**src/rtl/button_ctrl.sv**
```systemverilog
// button_ctrl
// Front-panel conditioner for the LED blinker controls. Four raw, bouncing,
// asynchronous pushbuttons are synchronised, debounced per key and turned into:
//   - press pulses for pause (key 0) and soft reset (key 3),
//   - a saturating 4-bit delay setting stepped by down (key 1) / up (key 2)
//     keys, with auto-repeat while a step key is held.
// Ports:
//   clk        in   system clock
//   reset      in   synchronous, active-high reset
//   key_raw    in   [3:0] raw keys (0 pause, 1 down, 2 up, 3 soft reset)
//   key_state  out  [3:0] debounced pressed levels, 1 = pressed
//   pause      out  one-cycle pulse per debounced press of key 0
//   soft_reset out  one-cycle pulse per debounced press of key 3
//   delay      out  [3:0] current delay setting
module button_ctrl #(
    parameter int DEBOUNCE_CYCLES = 1000000,
    parameter int REPEAT_DELAY    = 25000000,
    parameter int REPEAT_RATE     = 5000000,
    parameter int DELAY_INIT      = 8,
    parameter int KEY_ACTIVE_LOW  = 1
) (
    input  logic       clk,
    input  logic       reset,
    input  logic [3:0] key_raw,
    output logic [3:0] key_state,
    output logic       pause,
    output logic       soft_reset,
    output logic [3:0] delay
);

    localparam int DB_W   = (DEBOUNCE_CYCLES > 1) ? $clog2(DEBOUNCE_CYCLES) : 1;
    localparam int RP_MAX = (REPEAT_DELAY > REPEAT_RATE) ? REPEAT_DELAY : REPEAT_RATE;
    localparam int RP_W   = (RP_MAX > 1) ? $clog2(RP_MAX) : 1;

    localparam logic [DB_W-1:0] DB_LAST    = DB_W'(DEBOUNCE_CYCLES - 1);
    localparam logic [RP_W-1:0] WAIT_LAST  = RP_W'(REPEAT_DELAY - 1);
    localparam logic [RP_W-1:0] RATE_LAST  = RP_W'(REPEAT_RATE - 1);
    localparam logic [3:0]      DELAY_RST  = 4'(DELAY_INIT);
    // Raw level of an unpressed key; the synchronisers start from it so that
    // reset never looks like a press.
    localparam logic [3:0]      RAW_IDLE   = (KEY_ACTIVE_LOW != 0) ? 4'hF : 4'h0;

    typedef enum logic [1:0] {
        RPT_IDLE,
        RPT_WAIT,
        RPT_REPEAT
    } rpt_state_t;

    logic [3:0]      sync1_reg;
    logic [3:0]      sync2_reg;
    logic [3:0]      key_sync;
    logic [3:0]      key_state_reg;
    logic [3:0]      key_state_next;
    logic [3:0]      key_prev_reg;
    logic [3:0]      key_rise;
    logic [DB_W-1:0] db_cnt_reg  [4];
    logic [DB_W-1:0] db_cnt_next [4];
    logic            pause_reg;
    logic            soft_reset_reg;
    logic [3:0]      delay_reg;
    logic [1:0]      step;          // bit 0 = down step, bit 1 = up step
    logic            both_held;

    // Pressed level, independent of board polarity.
    assign key_sync  = (KEY_ACTIVE_LOW != 0) ? ~sync2_reg : sync2_reg;
    assign key_rise  = key_state_reg & ~key_prev_reg;
    assign both_held = key_state_reg[1] & key_state_reg[2];

    // Per-key debounce: the counter only survives consecutive cycles of
    // disagreement, so any glitch shorter than DEBOUNCE_CYCLES is dropped.
    for (genvar gi = 0; gi < 4; gi++) begin : g_db
        logic differ;
        logic done;
        assign differ            = key_sync[gi] ^ key_state_reg[gi];
        assign done              = differ && (db_cnt_reg[gi] == DB_LAST);
        assign db_cnt_next[gi]   = (differ && !done) ? db_cnt_reg[gi] + 1'b1 : '0;
        assign key_state_next[gi] = key_state_reg[gi] ^ done;
    end

    // Repeat FSMs: instance 0 serves key 1 (down), instance 1 serves key 2 (up).
    for (genvar gi = 0; gi < 2; gi++) begin : g_rpt
        rpt_state_t      state_reg;
        logic [RP_W-1:0] cnt_reg;
        logic            held;
        assign held = key_state_reg[gi+1];

        // An IDLE FSM with the key held but no new edge only happens after a
        // dual press resolves; it resumes in WAIT without stepping.
        assign step[gi] = held && !both_held &&
                          (((state_reg == RPT_IDLE)   && key_rise[gi+1]) ||
                           ((state_reg == RPT_WAIT)   && (cnt_reg == WAIT_LAST)) ||
                           ((state_reg == RPT_REPEAT) && (cnt_reg == RATE_LAST)));

        always_ff @(posedge clk) begin
            if (reset || !held || both_held) begin
                state_reg <= RPT_IDLE;
                cnt_reg   <= '0;
            end else begin
                case (state_reg)
                    RPT_IDLE: begin
                        state_reg <= RPT_WAIT;
                        cnt_reg   <= '0;
                    end
                    RPT_WAIT: begin
                        if (cnt_reg == WAIT_LAST) begin
                            state_reg <= RPT_REPEAT;
                            cnt_reg   <= '0;
                        end else begin
                            cnt_reg <= cnt_reg + 1'b1;
                        end
                    end
                    RPT_REPEAT: begin
                        if (cnt_reg == RATE_LAST) cnt_reg <= '0;
                        else                      cnt_reg <= cnt_reg + 1'b1;
                    end
                    default: begin
                        state_reg <= RPT_IDLE;
                        cnt_reg   <= '0;
                    end
                endcase
            end
        end
    end

    always_ff @(posedge clk) begin
        if (reset) begin
            sync1_reg      <= RAW_IDLE;
            sync2_reg      <= RAW_IDLE;
            key_state_reg  <= '0;
            key_prev_reg   <= '0;
            pause_reg      <= 1'b0;
            soft_reset_reg <= 1'b0;
            delay_reg      <= DELAY_RST;
            for (int k = 0; k < 4; k++) db_cnt_reg[k] <= '0;
        end else begin
            sync1_reg      <= key_raw;
            sync2_reg      <= sync1_reg;
            key_state_reg  <= key_state_next;
            key_prev_reg   <= key_state_reg;
            pause_reg      <= key_rise[0];
            soft_reset_reg <= key_rise[3];
            for (int k = 0; k < 4; k++) db_cnt_reg[k] <= db_cnt_next[k];
            // Soft reset wins over a step landing in the same cycle.
            if (key_rise[3]) begin
                delay_reg <= DELAY_RST;
            end else if (step[1] && !step[0]) begin
                if (delay_reg != 4'hF) delay_reg <= delay_reg + 4'd1;
            end else if (step[0] && !step[1]) begin
                if (delay_reg != 4'h0) delay_reg <= delay_reg - 4'd1;
            end
        end
    end

    assign key_state  = key_state_reg;
    assign pause      = pause_reg;
    assign soft_reset = soft_reset_reg;
    assign delay      = delay_reg;

endmodule

```
**config.mk**
```make
export PLATFORM = sky130hd
export DESIGN_NAME = button_ctrl
export DESIGN_NICKNAME = d
export VERILOG_FILES = /design/src/rtl/button_ctrl.sv
export SDC_FILE = /design/constraint.sdc
export NUM_CORES = 1
export LEC_CHECK = 0
export ABC_AREA = 1
export CAP_MARGIN = 10
export CELL_PAD_IN_SITES_DETAIL_PLACEMENT = 0
export CELL_PAD_IN_SITES_GLOBAL_PLACEMENT = 1
export CORE_MARGIN = 2
export CORE_UTILIZATION = 46
export CTS_CLUSTER_SIZE = 28
export DETAILED_ROUTE_END_ITERATION = 10
export GPL_TIMING_DRIVEN = 0
export PLACE_DENSITY = 0.92
export SYNTH_ARGS = -nofsm -noshare
export SYNTH_HDL_FRONTEND = slang
export SYNTH_SLANG_ARGS = --single-unit
```
**constraint.sdc**
```tcl
create_clock -name clk -period 3.3 [get_ports clk]
set_input_delay 0.33 -clock clk [delete_from_list [all_inputs] [get_ports clk]]
set_output_delay 0.33 -clock clk [all_outputs]
set_load 0.02 [all_outputs]
```
=== After elaboration in Yosys (flattened, before gate mapping) ===
Memories as Yosys holds them, arrays and structs flattened.
Index checks and enable logic that the tools add are counted.

* Register bits after elaboration: 76
* Bits in writable memories: 80
* Memories: 1
* Input bits: 6
* Output and inout port bits: 10
* Logic and storage cells: 125

{| class="wikitable"
|+ Memories
! name !! depth !! bits a word !! read ports !! clocked after memory_dff !! wr ports !! RTL line !! text
|-
| db_cnt_reg || 4 || 20 || 4 || 0 || 4 || 56 || <nowiki>logic [DB_W-1:0] db_cnt_reg [4];</nowiki>
|}

* Equal/unequal tests: 16
* Add/subtract/negate cells: 8
* Reduce and logical (&&, ||, !) cells: 46
* Muxes and demuxes: 25
* Bitwise logic cells: 18

{| class="wikitable"
|+ Operator list
! kind !! number
|-
| $mux 20 || 8
|-
| $mux 25 || 4
|-
| $pmux 25 s2 || 2
|-
| $add 20x1->20 const B || 4
|-
| $eq 20x20->1 const B || 4
|-
| $add 25x1->25 const B || 2
|-
| $eq 25x23->1 const B || 2
|-
| $eq 25x25->1 const B || 2
|-
| $logic_and 1x1->1 || 20
|-
| $mux 4 || 4
|-
| $pmux 2 s3 || 2
|-
| $logic_not 1->1 || 9
|-
| $logic_or 1x1->1 || 8
|-
| $not 4->4 || 2
|-
| $xor 1x1->1 || 8
|-
| $ne 2x1->1 const B || 3
|-
| $add 4x1->4 const B || 1
|-
| $and 4x4->4 || 1
|-
| $eq 2x1->1 const B || 2
|-
| $eq 2x2->1 const B || 2
|-
| $logic_not 2->1 || 2
|-
| $mux 2 || 2
|-
| $ne 4x4->1 const B || 1
|-
| $or 1x1->1 || 4
|-
| other kinds (9) || 14
|}

=== Depth between registers and ports, before layout ===
Gate-level depths: netlist of run 1.

* Depth in word-level cells: 10
* Gate-level depth with buffers: 17
* Depth with buffers taken out: 17

=== Worst setup path before layout of run 1 ===
OpenSTA, ideal clock, no wires.

* Path type: reg2reg
* Start point: register g_rpt[1].cnt_reg[0]
* End point: register delay_reg[3], in the netlist delay[3]
* Buffers on the path: 0
* Required time: 3.179 ns
* Clock period less this slack: 2.379 ns
* Data arrival time: 2.258 ns
* Library setup time: 0.121 ns
* Slack: 0.921 ns
* Cell stages (with the launch flop): 18
* Cell sequence: dfxtp_1 -> ha_1 -> nand2_2 -> nor2_4 -> nand2_2 -> nor2_2 -> nand3_1 -> nand3_1 -> nand2_1 -> inv_1 -> ha_1 -> inv_1 -> ha_1 -> a21oi_1 -> nand2_1 -> xor2_1 -> nand4_1 -> nand3_1

* Cells in the longest elaborated chain, start to end: 9
* Elaborated cells on any way between the ends: 15
* Classes of those cells: 3 x eq/ne; 1 x mux; 11 x reduce/logical

{| class="wikitable"
|+ RTL lines
! item !! RTL line !! text
|-
| start: declaration || 83 || <nowiki>logic [RP_W-1:0] cnt_reg;</nowiki>
|-
| start signal: assignment || 109 || <nowiki>cnt_reg <= cnt_reg + 1'b1;</nowiki>
|-
| start signal: assignment || 114 || <nowiki>else cnt_reg <= cnt_reg + 1'b1;</nowiki>
|-
| $eq 25x25->1 || 91 || <nowiki>((state_reg == RPT_WAIT) && (cnt_reg == WAIT_LAST)) ||</nowiki>
|-
| $logic_and 1x1->1 || 91 ||
|-
| $logic_or 1x1->1 || 90 || <nowiki>(((state_reg == RPT_IDLE) && key_rise[gi+1]) ||</nowiki>
|-
| $logic_or 1x1->1 (*) || 91 ||
|-
| $logic_and 1x1->1 (*) || 89 || <nowiki>assign step[gi] = held && !both_held &&</nowiki>
|-
| $logic_not 1->1 || 148 || <nowiki>end else if (step[0] && !step[1]) begin</nowiki>
|-
| $logic_and 1x1->1 || 148 ||
|-
| $reduce_bool 2->1 (no line) || n/a ||
|-
| $reduce_and 3->1 (no line) || n/a ||
|-
| end signal: assignment || 147 || <nowiki>if (delay_reg != 4'hF) delay_reg <= delay_reg + 4'd1;</nowiki>
|-
| end signal: assignment || 149 || <nowiki>if (delay_reg != 4'h0) delay_reg <= delay_reg - 4'd1;</nowiki>
|-
| end: declaration || 60 || <nowiki>logic [3:0] delay_reg;</nowiki>
|}

Every way passes the cells marked *; elsewhere a longest branch is shown, timed or not.
A chain may end at the register's enable or synchronous reset.

=== Final worst setup path of run 1 ===
Ends and elaborated chain as after synthesis.

==> results.sh, run 1 <==
export IMPL_drtIter0Drc=300
export IMPL_dr_pass1_iters=7
export IMPL_status="complete, no violations"
export IMPL_yosysSeqAreaShare_pct=39.0
export IMPL_yosys_area_top_type="dfxtp_1"
export IMPL_cts_repair_resized=0
export IMPL_grt_overflow=0
export IMPL_grt_setup_unrepaired="no"
export IMPL_drt_met1_wl_um=7900
export IMPL_syn_to_final_growth_pct=12.1
export IMPL_grt_pass1_vias=6427
export IMPL_synthArstFlopShare_pct=0
export IMPL_clock_skew_ns=0.00698
export IMPL_crit_path_end_kind="register"
export IMPL_synth_top_area_share_pct=39.0
export IMPL_ys_warn_count=0
export IMPL_viasPerCell=4.88
export IMPL_dpl_hpwl_um=12200
export IMPL_slew_headroom_pct=62.1
export IMPL_ir_worst_vdd_mv=0.386
export IMPL_synth_seq_cells=156
export IMPL_synth_cell_types=32
export IMPL_rows=48
export IMPL_wl_um=16200
export IMPL_grt_pass1_wl_um=28400
export IMPL_clkTransAtPathRegs_ns=0.06
export IMPL_clock_latency_ns=0.43
export IMPL_placed_area_um2=8450
export IMPL_syn_inst=1138
export IMPL_final_nets=1196
export IMPL_pre_cts_ws_ns=0.579
export IMPL_synth_most_common_cell="nand2_1"
export IMPL_holdWs_ns=0.397
export IMPL_antenna_cells=0
export IMPL_placedCellCount=1378
export IMPL_fmax_mhz=368
export IMPL_worstMarginPinSlew_ns=0.563
export IMPL_die_h_um=136
export IMPL_synth_area_um2=8020
export IMPL_synth_ff_type="dfxtp_1"
export IMPL_fin_crit_sh_pct=82.4
export IMPL_grt_max_degree=17
export IMPL_port_buffers=15
export IMPL_cts_tree="built"
export IMPL_powerDensity_nw_per_um2=416
export IMPL_min_period_ns=2.72
export IMPL_post_cts_setup_buffers=0
export IMPL_ctsHoldBuffers=0
export IMPL_finalWorstSetupSlack_ns=0.580
export IMPL_gp_congestion=0.868
export IMPL_leakage_nw=3.08
export IMPL_setup_viol=0
export IMPL_ant_nets=0
export IMPL_die_w_um=136
export IMPL_start_kind="register"
export IMPL_maxCapViolCount=0
export IMPL_core_um2=17200
export IMPL_highest_layer="met4"
export IMPL_initial_core_util_pct=46.7
export IMPL_wl_met2_um=7550
export IMPL_critical_path_class="register to register"
export IMPL_cts_max_path_buffers=2
export IMPL_final_cells=1409
export IMPL_antenna_found_initial=0
export IMPL_drc=0
export IMPL_cp_arrival_ns=3.03
export IMPL_slowest_delay_ns=0.42
export IMPL_io_pins=16
export IMPL_crit_path_cell_trace="ha_1 -> nand2_2 -> nor2_4 -> nand2_2 -> nor2_2 -> nand3_1 -> nand3_1 -> nand2_1 -> inv_1 -> ha_1 -> inv_1 -> ha_1 -> a21oi_1 -> nand2_1 -> xor2_1 -> nand4_1 -> nand3_1"
export IMPL_slowest_stage="dfxtp_1"
export IMPL_hold_violations=0
export IMPL_num_vias=6877
export IMPL_cts_sinks=156
export IMPL_min_delay_path_class="register to register"
export IMPL_worstPathRequired_ns=3.61
export IMPL_synth_fp_nets=1162
export IMPL_grtUsageTotal_pct=19.0
export IMPL_met3_length_um=482
export IMPL_setup_tns_ns=0
export IMPL_synth_common_cells="nand2_1 (226), nor2_1 (211), dfxtp_1 (156)"
export IMPL_cts_buffers=17
export IMPL_final_area_um2=8990
export IMPL_power_mw=3.74
export IMPL_drive_gt1_share_pct=9.46
export IMPL_fin_util_pct=52.3
export IMPL_synthTopCellsByArea="dfxtp_1 (39%), nand2_1 (11%), nor2_1 (9.9%), inv_1 (6.6%), xor2_1 (5.7%)"
export IMPL_wl_per_cell_um=11.5
export IMPL_cp_max_fo=5
export IMPL_synth_enable_flop_cells=0
export IMPL_cts_root_buf="clkbuf_16"
export IMPL_h_tree_depth=4
export IMPL_synth_area_per_cell_um2=7.05
export IMPL_dieArea_um2=18500
export IMPL_slew_violations=0
export IMPL_largest_register_ffs=80
-- power by group --
| part | internal (mW) | switching [mW] |
|---|---|---|
| combinational | 0.0144 | 0.0202 |
| clock | 1.04 | 0.770 |
| sequential | 1.89 | 0.00351 |
-- final cells by class --
class	count	area (um^2)
inverter	146	548
clock inverter	12	98.8
buffer	9	108
fill	1743	8190
tap	225	282
sequential	156	3120
clock buffer	19	443
timing repair buffer	15	150
multi-input combinational	827	4240
-- layout by cell type, fill, tap and decap left out, types with 2 or more instances in the layout --
cell type        Yosys  routed
nand2_1            226     226
ha_1                17      17
clkbuf_1             1       2
dfxtp_1            156     156
nor2_1             211     211
nand2_4              5       5
buf_12               2       2
nand4_1             45      45
nor3_1              45      45
nand3_1             74      74
clkdlybuf4s50_1      0      15
nand3b_1             3       3
inv_1              140     140
xor2_1              52      52
clkinvlp_4           0       4
inv_2                6       6
a21oi_1             43      43
nor2_2              29      29
o21ai_0             18      18
nand2_2              9       9
nor2_4               6       6
clkinv_2             0       6
or2_2               13      13
xnor2_1             17      17
nor3b_1              2       2
nor3_2               5       5
buf_6                5       5
clkbuf_16            0      17
-- per-layer routing --
layer	vias to the layer above	global-route usage (%)
met5	-	0
met4	0	7.41
met3	20	3.88
met2	85	31.7
met1	3091	23.9
li1	3681	-
-- logic make-up (layout without fill, tap and decap cells) --
family | count (synthesis) | in the layout | share of synthesized area (%)
AND/OR/NAND/NOR | 675 | 675 | 38.2
flip-flops | 156 | 156 | 39.0
buffers and inverters | 155 | 201 | 8.18
XOR/XNOR | 69 | 69 | 7.54
AO/OA/AOI/OAI | 65 | 65 | 4.26
adder cells (fa/ha/maj) | 18 | 18 | 2.90
-- worst paths after layout --
check | from | end | slack, ns | cells after the start
min reg2reg | key_prev_reg[0] | pause | 0.40 | 1
max | g_rpt[1].cnt_reg[0] | delay[3] | 0.58 | 17
max reg2reg | g_rpt[1].cnt_reg[0] | delay[3] | 0.58 | 17
min | key_prev_reg[0] | pause | 0.40 | 1
-- critical path, delay by kind of cell (launching register included) --
kind,cells,cell delay [ns]
XOR/XNOR,1,0.14
adder cells (fa/ha/maj),3,0.73
AO/OA/AOI/OAI,1,0.14
buffers and inverters,2,0.15
AND/OR/NAND/NOR,10,1.01
flip-flops,1,0.42
Power figures use the tool's default switching activity.
==> run 2, diff against run 1 <==
- CORE_UTILIZATION: 46 -> 41
- PLACE_DENSITY: 0.92 -> 0.87
- clock period: 3.3 -> 2.5 ns (I/O delays scaled with it)
==> results.sh, run 2 (synthesis gave the netlist of run 1 again) <==
export IMPL_p_clk_share_pct=50.5
export IMPL_cts_root_buf="clkbuf_16"
export IMPL_drive_gt1_share_pct=11.1
export IMPL_dr_pass1_iters=4
export IMPL_fmax_mhz=431
export IMPL_min_period_ns=2.32
export IMPL_ant_nets=0
export IMPL_mostFrequentLayoutCell="nand2_1"
export IMPL_worstHoldStart="key_raw[0]"
export IMPL_antenna_cells=0
export IMPL_leakage_nw=3.15
export IMPL_worstMarginPinSlew_ns=0.441
export IMPL_grt_pass1_vias=6428
export IMPL_num_vias=6845
export IMPL_slew_violations=0
export IMPL_finalWorstSetupSlack_ns=0.182
export IMPL_fin_crit_sh_pct=92.7
export IMPL_ctsHoldBuffers=0
export IMPL_whs_path_depth=2
export IMPL_hold_violations=0
export IMPL_wl_per_cell_um=11.3
export IMPL_wl_um=16500
export IMPL_setup_tns_ns=0
export IMPL_dpl_hpwl_um=12400
export IMPL_grt_overflow=0
export IMPL_rows=51
export IMPL_dieArea_um2=20700
export IMPL_grtUsageTotal_pct=17.0
export IMPL_grt_pass1_wl_um=28700
export IMPL_min_delay_path_class="input pin to register"
export IMPL_setup_viol=0
export IMPL_drc=0
export IMPL_layout_common_cells="nand2_1 (225), nor2_1 (209), dfxtp_1 (151)"
export IMPL_clock_latency_ns=0.42
export IMPL_final_nets=1200
export IMPL_io_pins=16
export IMPL_switchingPower_mw=1.13
export IMPL_crit_path_cell_trace="ha_4 -> nand2_2 -> nor2_4 -> nand2_4 -> nor2_4 -> nand3_1 -> nand3_1 -> nand2_1 -> inv_2 -> ha_4 -> inv_4 -> fa_1 -> xor2_1 -> o21ai_0 -> a21oi_1"
export IMPL_die_w_um=144
export IMPL_intPower_mw=4.00
export IMPL_power_share_combinational_pct=0.9
export IMPL_start_kind="register"
export IMPL_largest_register_ffs=80
export IMPL_port_buffers=15
export IMPL_slowest_delay_ns=0.38
export IMPL_pre_cts_ws_ns=-0.206
export IMPL_grt_setup_unrepaired="no"
export IMPL_fillers=1937
export IMPL_cts_sinks=156
export IMPL_clkTransAtPathRegs_ns=0.07
export IMPL_holdWs_ns=0.388
export IMPL_syn_to_final_growth_pct=14.6
export IMPL_die_h_um=144
export IMPL_ir_worst_vdd_mv=0.417
export IMPL_worstPathRequired_ns=2.81
export IMPL_cts_tree="built"
export IMPL_cts_max_path_buffers=2
export IMPL_reg2reg_to="delay[2]"
export IMPL_r2r_slack_ns=0.18
export IMPL_core_um2=19300
export IMPL_grt_max_degree=17
export IMPL_timing_rr_start="g_rpt[1].cnt_reg[0]"
export IMPL_clock_skew_ns=0.00805
export IMPL_powerDensity_nw_per_um2=559
export IMPL_cp_arrival_ns=2.63
export IMPL_viasPerCell=4.71
export IMPL_drtIter0Drc=241
export IMPL_hold_path_end="sync1_reg[0]"
export IMPL_slowest_stage="dfxtp_4"
export IMPL_maxCapViolCount=0
export IMPL_antenna_found_initial=0
export IMPL_power_frac_seq_pct=48.6
export IMPL_cp_max_fo=5
export IMPL_fin_util_pct=47.5
export IMPL_netSwitchingFraction_pct=22.0
export IMPL_slew_headroom_pct=70.4
export IMPL_crit_path_end_kind="register"
export IMPL_h_tree_depth=4
export IMPL_reg2regPathDepth=15
export IMPL_critical_path_class="register to register"
export IMPL_initial_core_util_pct=41.5
export IMPL_gp_congestion=0.878
export IMPL_status="complete, no violations"
export IMPL_cts_buffers=17
[run 2: changes by cell type in the layout (fill, tap and decap cells not counted), moves of 3 or more]
cell | before | now
buf_4 | 1 | 5
ha_1 | 17 | 13
ha_4 | 0 | 3
inv_6 | 1 | 5
clkinvlp_4 | 4 | 0
dfxtp_2 | 0 | 4
dfxtp_1 | 156 | 151
clkinv_2 | 6 | 3
[run 2: final cells by class]
cell class              count  area (um^2)  share of cell area [%]
clock buffers              17          425                    4.63
flip-flops and latches    156         3130                    34.1
well taps                 265          332                    3.61
plain buffers               9          108                    1.17
clock inverters            14          159                    1.73
multi-input cells         827         4300                    46.8
inverters                 146          551                    5.99
repair buffers             19          180                    1.96
[run 2: power groups by stage]
stage / Sequential [mW] / Clock [mW] / Combinational, mW
6_report: 2.50 / 2.59 / 0.0453
5_1_grt: 2.49 / 2.77 / 0.0508
4_1_cts: 2.49 / 2.66 / 0.0466
3_5_place_dp: 2.55 / 0 / 0.0464
3_3_place_gp: 2.55 / 0 / 0.0457
2_1_floorplan: 2.55 / 0 / 0.0270
[run 2: through the flow]
step	cells	power (mW)	cell area [um^2]
2_1_floorplan	1138	2.58	8020
3_3_place_gp	1418	2.60	8500
3_5_place_dp	1418	2.60	8500
4_1_cts	1450	5.20	9130
5_1_grt	1453	5.32	9190
6_report	1453	5.13	9190
[run 2: per-layer routing]
metal,vias to the layer above,wire [um],global-route usage [%]
met2,73,7550,27.6
met4,0,139,5.42
met5,-,0,0
met1,3076,8270,22.6
met3,10,517,3.67
li1,3686,-,-
[run 2: worst max-delay path: cells and delay by family, from the launching register on]
| kind | cells | cell delay, ns |
|---|---|---|
| adders and majority gates | 3 | 0.66 |
| DFF | 1 | 0.38 |
| xor gates and xnor gates | 1 | 0.17 |
| AOI/OAI and AO/OA | 2 | 0.23 |
| and+or+nand+nor | 7 | 0.66 |
| buffers and inverters | 2 | 0.11 |
[run 2: worst max-delay path by stage]
stage	slack, ns	startpoint	to
3_3_place_gp	-0.18	g_rpt[1].cnt_reg[0]	delay[3]
3_5_place_dp	-0.21	g_rpt[1].cnt_reg[0]	delay[3]
2_1_floorplan	0.12	g_rpt[1].cnt_reg[0]	delay[3]
4_1_cts	0.04	g_rpt[1].cnt_reg[0]	delay[2]
5_1_grt	0.002	g_rpt[0].cnt_reg[1]	delay[3]
6_report	0.18	g_rpt[1].cnt_reg[0]	delay[2]
[run 2: repair_timing]
item / 4_1_cts / 5_1_grt
pin swaps: 1 / 5
gates resized for setup: 9 / 12
endpoints found under the setup margin: 4 / 4
buffers inserted: 1 / 3
hold endpoints to repair: 0 / 0
